$ cat src/rtl/seg_display_sched_if.sv
// Bundle between the display requesters and the seven-segment scheduler.
// The slave modport is the scheduler side.
interface seg_display_sched_if #(
  parameter int unsigned NUM_REQ = 4
);
  localparam int unsigned OW = $clog2(NUM_REQ);

  logic [NUM_REQ-1:0]    req;
  logic [NUM_REQ*16-1:0] req_data;
  logic                  lock;
  logic [15:0]           disp_data;
  logic                  disp_valid;
  logic [NUM_REQ-1:0]    grant;
  logic [OW-1:0]         owner;
  logic                  switch_pulse;

  modport master (
    output req, req_data, lock,
    input  disp_data, disp_valid, grant, owner, switch_pulse
  );

  modport slave (
    input  req, req_data, lock,
    output disp_data, disp_valid, grant, owner, switch_pulse
  );
endinterface

$ cat src/rtl/seg_display_sched.sv
// Round-robin owner scheduler for the shared 4-digit seven-segment display,
// with a minimum dwell per owner and a lock that freezes the current owner.
module seg_display_sched #(
  parameter int unsigned NUM_REQ     = 4,
  parameter int unsigned HOLD_CYCLES = 50000000
) (
  input logic               clk,
  input logic               rst,
  seg_display_sched_if.slave bus
);
  localparam int unsigned OW = $clog2(NUM_REQ);
  localparam int unsigned DW = $clog2(HOLD_CYCLES);

  typedef enum logic {IDLE, SHOW} state_t;

  state_t             state_q, state_n;
  logic [OW-1:0]      owner_q, owner_n;
  logic [OW-1:0]      ptr_q, ptr_n;
  logic [NUM_REQ-1:0] grant_q, grant_n;
  logic [DW-1:0]      dwell_q, dwell_n;
  logic [15:0]        data_q, data_n;
  logic               valid_q, valid_n;
  logic               pulse_q, pulse_n;

  logic [15:0]        data_arr [NUM_REQ];
  logic [NUM_REQ-1:0] cand;
  logic               pick_found;
  logic [OW-1:0]      pick_idx;
  logic               req_own;
  logic               expired;
  logic               take;

  function automatic logic [OW-1:0] wrap_idx(input logic [OW-1:0] base,
                                             input int unsigned    k);
    int unsigned s;
    s = 32'(base) + k;
    return OW'(s % NUM_REQ);
  endfunction

  for (genvar g = 0; g < NUM_REQ; g++) begin : g_unpack
    assign data_arr[g] = bus.req_data[16*g +: 16];
  end

  // Current owner never competes in its own re-arbitration.
  assign cand    = bus.req & ~grant_q;
  assign req_own = bus.req[owner_q];
  assign expired = (dwell_q == DW'(HOLD_CYCLES - 1));

  // First candidate at or after the round-robin pointer, with wrap.
  always_comb begin
    pick_found = 1'b0;
    pick_idx   = '0;
    for (int unsigned k = 0; k < NUM_REQ; k++) begin
      if (!pick_found && cand[wrap_idx(ptr_q, k)]) begin
        pick_found = 1'b1;
        pick_idx   = wrap_idx(ptr_q, k);
      end
    end
  end

  always_comb begin
    state_n = state_q;
    owner_n = owner_q;
    ptr_n   = ptr_q;
    grant_n = grant_q;
    dwell_n = dwell_q;
    data_n  = data_q;
    valid_n = valid_q;
    pulse_n = 1'b0;
    take    = 1'b0;
    case (state_q)
      IDLE: begin
        if (pick_found) take = 1'b1;
      end
      SHOW: begin
        data_n = data_arr[owner_q];
        if (!req_own || (expired && !bus.lock)) begin
          if (pick_found) begin
            take = 1'b1;
          end else if (!req_own) begin
            state_n = IDLE;
            grant_n = '0;
            valid_n = 1'b0;
          end else begin
            dwell_n = '0;
          end
        end else if (!expired) begin
          // Held at expiry value while locked, so release acts on the next edge.
          dwell_n = dwell_q + DW'(1);
        end
      end
      default: state_n = IDLE;
    endcase
    if (take) begin
      state_n           = SHOW;
      owner_n           = pick_idx;
      ptr_n             = wrap_idx(pick_idx, 1);
      grant_n           = '0;
      grant_n[pick_idx] = 1'b1;
      dwell_n           = '0;
      valid_n           = 1'b1;
      pulse_n           = 1'b1;
    end
  end

  always_ff @(posedge clk or posedge rst) begin
    if (rst) begin
      state_q <= IDLE;
      owner_q <= '0;
      ptr_q   <= '0;
      grant_q <= '0;
      dwell_q <= '0;
      data_q  <= 16'h0000;
      valid_q <= 1'b0;
      pulse_q <= 1'b0;
    end else begin
      state_q <= state_n;
      owner_q <= owner_n;
      ptr_q   <= ptr_n;
      grant_q <= grant_n;
      dwell_q <= dwell_n;
      data_q  <= data_n;
      valid_q <= valid_n;
      pulse_q <= pulse_n;
    end
  end

  assign bus.disp_data    = data_q;
  assign bus.disp_valid   = valid_q;
  assign bus.grant        = grant_q;
  assign bus.owner        = owner_q;
  assign bus.switch_pulse = pulse_q;
endmodule

$ cat src/flat_wrapper.sv
// flat-port wrapper written by rule: the top's interface ports become plain ports
module seg_display_sched_flat 
#(
  parameter int unsigned NUM_REQ     = 4,
  parameter int unsigned HOLD_CYCLES = 50000000
)
  (clk, rst, bus_req, bus_req_data, bus_lock, bus_disp_data, bus_disp_valid, bus_grant, bus_owner, bus_switch_pulse);
  seg_display_sched_if #(.NUM_REQ(NUM_REQ)) bus_i ();
  input logic clk;
  input logic rst;
  input wire logic [$bits(bus_i.req)-1:0] bus_req;
  input wire logic [$bits(bus_i.req_data)-1:0] bus_req_data;
  input wire logic [$bits(bus_i.lock)-1:0] bus_lock;
  output wire logic [$bits(bus_i.disp_data)-1:0] bus_disp_data;
  output wire logic [$bits(bus_i.disp_valid)-1:0] bus_disp_valid;
  output wire logic [$bits(bus_i.grant)-1:0] bus_grant;
  output wire logic [$bits(bus_i.owner)-1:0] bus_owner;
  output wire logic [$bits(bus_i.switch_pulse)-1:0] bus_switch_pulse;
  assign bus_i.req = bus_req;
  assign bus_i.req_data = bus_req_data;
  assign bus_i.lock = bus_lock;
  assign bus_disp_data = bus_i.disp_data;
  assign bus_disp_valid = bus_i.disp_valid;
  assign bus_grant = bus_i.grant;
  assign bus_owner = bus_i.owner;
  assign bus_switch_pulse = bus_i.switch_pulse;
  seg_display_sched #(.NUM_REQ(NUM_REQ), .HOLD_CYCLES(HOLD_CYCLES)) u_core (.clk(clk), .rst(rst), .bus(bus_i));
endmodule
$ cat config.mk
export PLATFORM = sky130hd
export DESIGN_NAME = seg_display_sched_flat
export DESIGN_NICKNAME = d
export VERILOG_FILES = /design/src/rtl/seg_display_sched_if.sv /design/src/rtl/seg_display_sched.sv /design/src/flat_wrapper.sv
export SDC_FILE = /design/constraint.sdc
export NUM_CORES = 1
export LEC_CHECK = 0
export CAP_MARGIN = 40
export CORE_ASPECT_RATIO = 0.75
export CORE_UTILIZATION = 40
export DETAILED_ROUTE_END_ITERATION = 8
export PLACE_DENSITY = 0.65
export SLEW_MARGIN = 20
export SYNTH_ARGS = -nofsm -noshare
export SYNTH_HDL_FRONTEND = slang
export SYNTH_SLANG_ARGS = --single-unit
$ cat constraint.sdc
create_clock -name clk -period 3 [get_ports clk]
set_input_delay 0.45 -clock clk [delete_from_list [all_inputs] [get_ports clk]]
set_output_delay 0.45 -clock clk [all_outputs]
set_load 0.02 [all_outputs]
==> summary.md, run 1 <==
| Metric | Value |
|---|---|
| Layout cells sized above 1 | 0.179 |
| Post_cts resized | 0 |
| Fin Setup TNS | 0 ns |
| CTS H-tree depth | 2 |
| GRT Total Usage | 0.216 |
| Comb pwr share | 0.545 |
| Clock power frac | 0.131 |
| Slew HR | 0.560 |
| Initial Utilization | 0.425 |
| Crit path required time | 3.21 ns |
| Worst slack at placement | 0.239 ns |
| EDFF count, synth | 0 |
| DR iter-0 viols | 152 |
| Leading area contributor after synthesis | dfrtp_1 |
| Tcrit/Tclk final | 0.921 |
| Antenna violations before repair | 0 |
| Sw Pwr | approximately 1.3 mW |
| Status | finished clean |
| Top FF cell, synth | dfrtp_1 |
| LEAKAGE | ~1.7 nW |
| Slowest CP cell | or4_1 |
| Detailed Route WL | 8.81 mm |
| Hold Fails Final Rpt | 0 |
| Die ar. | 8420 um2 |
| Cell chain of the critical path | ha_1, nand3_1, or4_1, o31ai_2, and2_1, mux2_2 |
| Drt pass-1 iters | 4 |
| Reg2Reg Depth | 6 |
| Slowest stage delay, CP | 0.60 ns |
| Clock skew | 0.00273 ns |
| Worst skew pair latency | 0.32 ns |
| Fillers | 669 |
| Final-report setup violation count | 0 |
| Hold_buf cts | 0 |
| Top delay family on crit path | simple AND/OR/NAND/NOR gates |
| Worst Path Buf+Inv | 0 |
| Post-Syn Area | 3220 um2 |
| Antenna-violating nets left | 0 |
| RSZ-0062 raised after global routing | false |
| Synthesized flop and latch total | 53 |
| Tot Pwr | approximately 3.2 mW |
| GRT met2 Usage | 0.313 |
| Diode count | 0 |
| Remaining routing DRC violations | 0 |
| Max-slew violations | 0 |
| Chip Height | 79.7 um |
| PortBufs | 94 |
| Final cell count without fillers | 498 |
| Detail Placement HPWL | approximately 6.7 mm |
| Reg area | between 1000 and 1500 um2 |
| Pin count of the biggest net entering global routing | 54 |
| Critical R2R Launch | u_core.dwell_q[0] |
| Sw frac | 0.389 |
| Worst-Margin Slew | 0.654 ns |
| Multi-input gate area | 1760 um2 |
| Clk slew on worst S/H paths | roughly 0.10 ns |
| CP Max Fanout | 10 |
| Setup repair bufs after CTS | 0 |
| Synth async-reset ratio | 1.00 |
| # rows | 27 |
| R2R Path End | u_core.ptr_q[1] |
| Max Fclk | 0.362 GHz |
| Final WS setup | between 0.2 and 0.25 ns |
| Post-synth net total | 372 |
| CTS Root Cell | clkbuf_8 |
| Area growth syn-to-layout | 37.3% |
| Internal power | 1.97 mW |
| Synth area leaders | dfrtp_1 (41%), mux4_2 (12%), mux2_2 (6.3%) |
| CP startpoint kind | register |
| Die width | 106 um |
| Detailed-route via count | 2806 |
| R2R Setup Slk | 0.24 ns |
| WS Path Type | register to register |
| CP Capture Type | register |
| Via/cell ratio | 5.63 |
| Sequential-to-total area share from yosys stat | 0.412 |
| Vias in the first global route | roughly 2700 |
| Busiest grt layer | met1 |
| Synth Instances | 296 |
| Levels on crit path | 6 |
| First-pass GRT wire length | roughly 14 mm |
| Sequential power share | 0.324 |
| Post-synth top area share | 0.412 |
| Maximum root-to-sink buffer count | 2 |
| Placer Congestion | ~0.86 |
| Cells after DPL | 490 |
| Max-cap viol count | 0 |
| Routed wire per std cell | 17.7 um |
| Number of buffers created by CTS | 5 |
| YS warnings | 0 |
| VDD IR max | 0.463 mV |
| Gr ovfl total | 0 |
| Cell variety after synth | 55 |
| Syn avg cell area | 10.9 um2 |
| Cell Pwr Density | ~730 nW/um2 |
| IO Pins | 95 |
| Nets | roughly 470 |
| Hold Path Class | input pin to asynchronous set/reset pin |
| Core Region | 7570 um2 |
| CTS tree | yes |
| Post-route minimum period | 2.76 ns |
| CTS sink count | between 50 and 60 |
| Met1 GRT Util | 0.322 |
| CP arrival | 2.97 ns |
| Met3 Usage GRT | 0.0441 |
through the flow:
stage	area [um2]	utilization	hold WS, ns
after floorplan	3220	-	0.513
after global placement	4330	0.572	0.473
after detailed placement	4330	0.572	0.466
after CTS	4420	0.584	0.503
after global routing	4420	0.584	0.505
final	4420	0.584	0.479
cell usage after synthesis (5+ instances only):
| cell | instances |
|---|---|
| or4_1 | 11 |
| nor2_1 | 12 |
| a21oi_1 | 19 |
| nand2_1 | 15 |
| and3_1 | 5 |
| mux4_2 | 17 |
| nand3_1 | 15 |
| nor2b_1 | 5 |
| o21ai_0 | 9 |
| buf_2 | 5 |
| o31ai_1 | 10 |
| inv_1 | 10 |
| mux2_2 | 18 |
| nand4_1 | 11 |
| clkbuf_1 | 5 |
| dfrtp_1 | 53 |
| ha_1 | 5 |
| nor4_1 | 9 |
final cells by class:
| class | instances | area share |
|---|---|---|
| multi-input combinational | 215 | 0.398 |
| sequential | 53 | 0.300 |
| timing repair buffer | 111 | 0.244 |
| tap | 101 | 0.0286 |
| clock buffer | 5 | 0.0156 |
| inverter | 10 | 0.00849 |
| clock inverter | 3 | 0.00481 |
state kept, by name, summed over array words and instances (netlist names):
| signal | cells |
|---|---|
| u_core.dwell_q | 26 |
| u_core.bus.disp_data | 16 |
| u_core.bus.grant | 4 |
| u_core.bus.owner | 2 |
| u_core.ptr_q | 2 |
| u_core.bus.disp_valid | 1 |
| u_core.bus.switch_pulse | 1 |
| u_core.state_q | 1 |
cell families (layout without fill, tap and decap cells):
group           after synthesis  in the layout  synth area share
mux                          36             36             0.185
flops                        53             53             0.412
fa+ha+maj                     5              5            0.0194
buf+inv                      28            129            0.0412
simple gates                111            111             0.206
compound gates               59             59             0.126
xor+xnor                      4              4            0.0109
worst max-delay path by stage:
stage	start	end	slack (ns)
final	u_core.dwell_q[0]	u_core.ptr_q[1]	0.24
after global routing	u_core.dwell_q[0]	u_core.bus.owner[1]	0.04
after CTS	u_core.dwell_q[0]	u_core.bus.owner[1]	0.24
after detailed placement	bus_req[0]	u_core.bus.owner[1]	0.24
after global placement	bus_req[1]	u_core.bus.owner[1]	0.32
after floorplan	u_core.dwell_q[0]	u_core.bus.owner[1]	0.53
worst min-delay path, delay by kind of cell:
| family | cells | cell delay, ns |
|---|---|---|
| buf+inv | 3 | 0.74 |
power by group through the flow:
stage / registers [mW] / logic [mW] / clock network, mW
floorplan: 1.22 / 0.909 / 0
global placement: 1.05 / 1.74 / 0
detailed placement: 1.06 / 1.76 / 0
CTS: 1.04 / 1.77 / 0.436
global route: 1.08 / 1.89 / 0.468
finish: 1.04 / 1.76 / 0.424
routing by layer:
layer  wire (um)  vias to the layer above  part of all wire
li1            -                     1348                 -
met1        4180                     1367              0.47
met2        3950                       78              0.45
met3         547                       13             0.062
met4         130                        0             0.015
met5           0                        -                 0
placed cells by master, fill, tap and decap left out, types with 3 or more instances in the layout:
master / instances
a211o_1: 4
a21oi_1: 19
and2_1: 4
and3_1: 5
buf_4: 16
clkbuf_8: 5
clkdlybuf4s50_1: 94
dfrtp_1: 53
ha_1: 5
inv_1: 9
mux2_2: 18
mux4_2: 17
nand2_1: 15
nand2b_1: 4
nand3_1: 15
nand4_1: 11
nor2_1: 12
nor2b_1: 5
nor4_1: 9
o21a_1: 3
o21ai_0: 9
o31ai_1: 10
or3_1: 3
or4_1: 11
Note: power is estimated with default switching activity, not from simulation.
==> run 2, diff against run 1 <==
- CORE_ASPECT_RATIO: 0.75 -> not set
==> run 2 against run 1 <==
  * First-iteration DRC count fell by 38%
  * Register-to-register slack better by 0.15 ns
  * Via count grew 0.71%
  * Count of clock-buffer cells in the layout is the same
  * Worst setup slack improved by 0.15 ns
  * Die area about the same
  * Critical path type unchanged
==> summary.md, run 2 (synthesis results as in run 1) <==
| Metric | Value |
|---|---|
| Maximum root-to-sink buffer count | 2 (unchanged) |
| VDD IR max | 0.442 mV (-4.5%) |
| Via/cell ratio | 5.69 (+0.92%) |
| Slowest CP cell | or4_1 |
| CP arrival | 2.81 ns (-0.16 ns) |
| Cell Pwr Density | 727 nW/um2 (-0.30%) |
| Post_cts resized | 0 (unchanged) |
| Pin count of the biggest net entering global routing | 29 (-46%) |
| PortBufs | 94 (unchanged) |
| CTS sink count | 53 (unchanged) |
| Max Fclk | 0.383 GHz (+5.7%) |
| GRT Total Usage | 0.205 (-0.0106) |
| RSZ-0062 raised after global routing | false |
| CP Max Fanout | 10 (unchanged) |
| Placer Congestion | 0.803 (-6.9%) |
| R2R Setup Slk | 0.39 ns (+0.15 ns) |
| WS Path Type | register to register |
| Chip Height | 91.7 um (+15%) |
| Hold Path Class | register to register |
| Detailed Route WL | 8.19 mm (-7.0%) |
| Hold Path Origin | u_core.bus.disp_valid |
| Final-report setup violation count | 0 (unchanged) |
| Vias in the first global route | 2904 (+6.8%) |
| Routed wire per std cell | 16.5 um (-6.9%) |
| Crit path required time | 3.20 ns (about the same) |
| Cells after DPL | 489 (-0.20%) |
| Worst skew pair latency | 0.31 ns (about the same) |
| CTS Root Cell | clkbuf_8 |
| Detailed-route via count | 2826 (+0.71%) |
| Reg2Reg Depth | 6 (unchanged) |
| Slew HR | 0.607 (+0.0472) |
| Initial Utilization | 0.414 (-0.0110) |
| Clk slew on worst S/H paths | 0.10 ns (about the same) |
| Max-slew violations | 0 (unchanged) |
| R2R Path End | u_core.ptr_q[1] |
| LEAKAGE | 1.73 nW (-0.34%) |
| Hold Fails Final Rpt | 0 (unchanged) |
| CP startpoint kind | register |
| Slowest stage delay, CP | 0.64 ns (+0.04 ns) |
| Layout cells sized above 1 | 0.175 (-0.00416) |
| Antenna violations before repair | 0 (unchanged) |
| Area growth syn-to-layout | 37.2% |
| Remaining routing DRC violations | 0 (unchanged) |
| Fin Setup TNS | 0 ns (unchanged) |
| DR iter-0 viols | 95 (-38%) |
| Drt pass-1 iters | 4 (unchanged) |
| Antenna-violating nets left | 0 (unchanged) |
| Post-route minimum period | 2.61 ns (-0.148 ns) |
| Worst Path Buf+Inv | 0 (unchanged) |
| Number of buffers created by CTS | 5 (unchanged) |
| Nets | 470 (-0.42%) |
| IO Pins | 95 (unchanged) |
| Min-Delay Path Depth | 1 |
| Critical R2R Launch | u_core.dwell_q[0] |
| First-pass GRT wire length | 13.8 mm (-1.2%) |
| Gr ovfl total | 0 (unchanged) |
| Hold_buf cts | 0 (unchanged) |
| Status | finished clean |
| Final cell count without fillers | 497 (-0.20%) |
| CP Capture Type | register |
| Hold Path End | u_core.bus.disp_valid |
| Cell chain of the critical path | ha_1, nand3_1, or4_1, o31ai_2, and2_1, mux2_2 |
| Commonest cells after routing, fill and taps aside | clkdlybuf4s50_1 (94), dfrtp_1 (53), a21oi_1 (19) |
| CTS H-tree depth | 2 (unchanged) |
| Levels on crit path | 6 (unchanged) |
| Tcrit/Tclk final | 0.871 (-0.0495) |
| # rows | 32 (+19%) |
| Detail Placement HPWL | 6.24 mm (-6.9%) |
| Core Region | 7770 um2 (+2.6%) |
| Most common cell after layout, fill and taps aside | clkdlybuf4s50_1 |
| Max reg flops | 26 (unchanged) |
| Max-cap viol count | 0 (unchanged) |
| Worst-Margin Slew | 0.584 ns (-0.0702 ns) |
| CTS tree | yes |
| Clock skew | 0.00947 ns (+0.00674 ns) |
| Die ar. | 8410 um2 (about the same) |
| Die width | 91.7 um (-13%) |
| Diode count | 0 (unchanged) |
| Setup repair bufs after CTS | 0 (unchanged) |
| Top delay family on crit path | simple AND/OR/NAND/NOR gates |
| Biggest register | u_core.dwell_q |
[run 2: metal layers]
layer,track usage,vias up,part of all wire
li1,-,1340,-
met1,0.260,1398,0.43
met2,0.361,84,0.50
met3,0.0522,4,0.062
met4,0.0299,0,0.0045
met5,0,-,0
[run 2: worst max-delay path by stage]
| stage | startpoint | endpoint |
|---|---|---|
| finish | u_core.dwell_q[0] | u_core.ptr_q[1] |
| global route | u_core.dwell_q[0] | u_core.ptr_q[1] |
| CTS | u_core.dwell_q[0] | u_core.ptr_q[1] |
| detailed placement | bus_req[0] | u_core.dwell_q[13] |
| global placement | bus_req[0] | u_core.dwell_q[13] |
| floorplan | u_core.dwell_q[0] | u_core.bus.owner[1] |
[run 2: report_power, final]
group / leakage [nW] / internal, mW / switching [mW] / total (mW)
clock network: 0.0439 / 0.162 / 0.243 / 0.405
logic: 1.01 / 0.917 / 0.835 / 1.75
registers: 0.677 / 0.907 / 0.146 / 1.05
total: 1.73 / 1.99 / 1.22 / 3.21
[run 2: worst reg2reg max path, cell delays in order (launching register included)]
cell	delay, ns
dfrtp_1	0.44
ha_1	0.20
nand3_1	0.22
or4_1	0.64
o31ai_2	0.28
and2_1	0.36
mux2_2	0.38
[run 2: through the flow]
| step | setup slack, ns | area [um2] | util | power, mW | hold WS, ns |
|---|---|---|---|---|---|
| final | 0.387 | 4420 | 0.569 | 3.21 | 0.501 |
| after detailed placement | 0.331 | 4330 | 0.558 | 2.83 | 0.477 |
| after floorplan | 0.532 | 3220 | - | 2.13 | 0.513 |
| after global routing | 0.213 | 4420 | 0.569 | 3.43 | 0.534 |
| after global placement | 0.375 | 4330 | 0.558 | 2.81 | 0.464 |
| after CTS | 0.358 | 4420 | 0.569 | 3.25 | 0.500 |
[run 2: layout make-up]
class                      count  area (um2)
clock buffer                   5        68.8
clock inverter                 3        17.5
fill                         672        3350
inverter                      10        37.5
multi-input combinational    215        1760
sequential                    53        1330
tap                          102         128
timing repair buffer         109        1080
==> run 3, diff against run 2 <==
- CTS_BUF_LIST: not set -> sky130_fd_sc_hd__clkbuf_4 sky130_fd_sc_hd__clkbuf_8
- CTS_CLUSTER_SIZE: not set -> 20
==> results of run 3 <==
The final DEF is identical to that of run 2; final timing and power are the same.
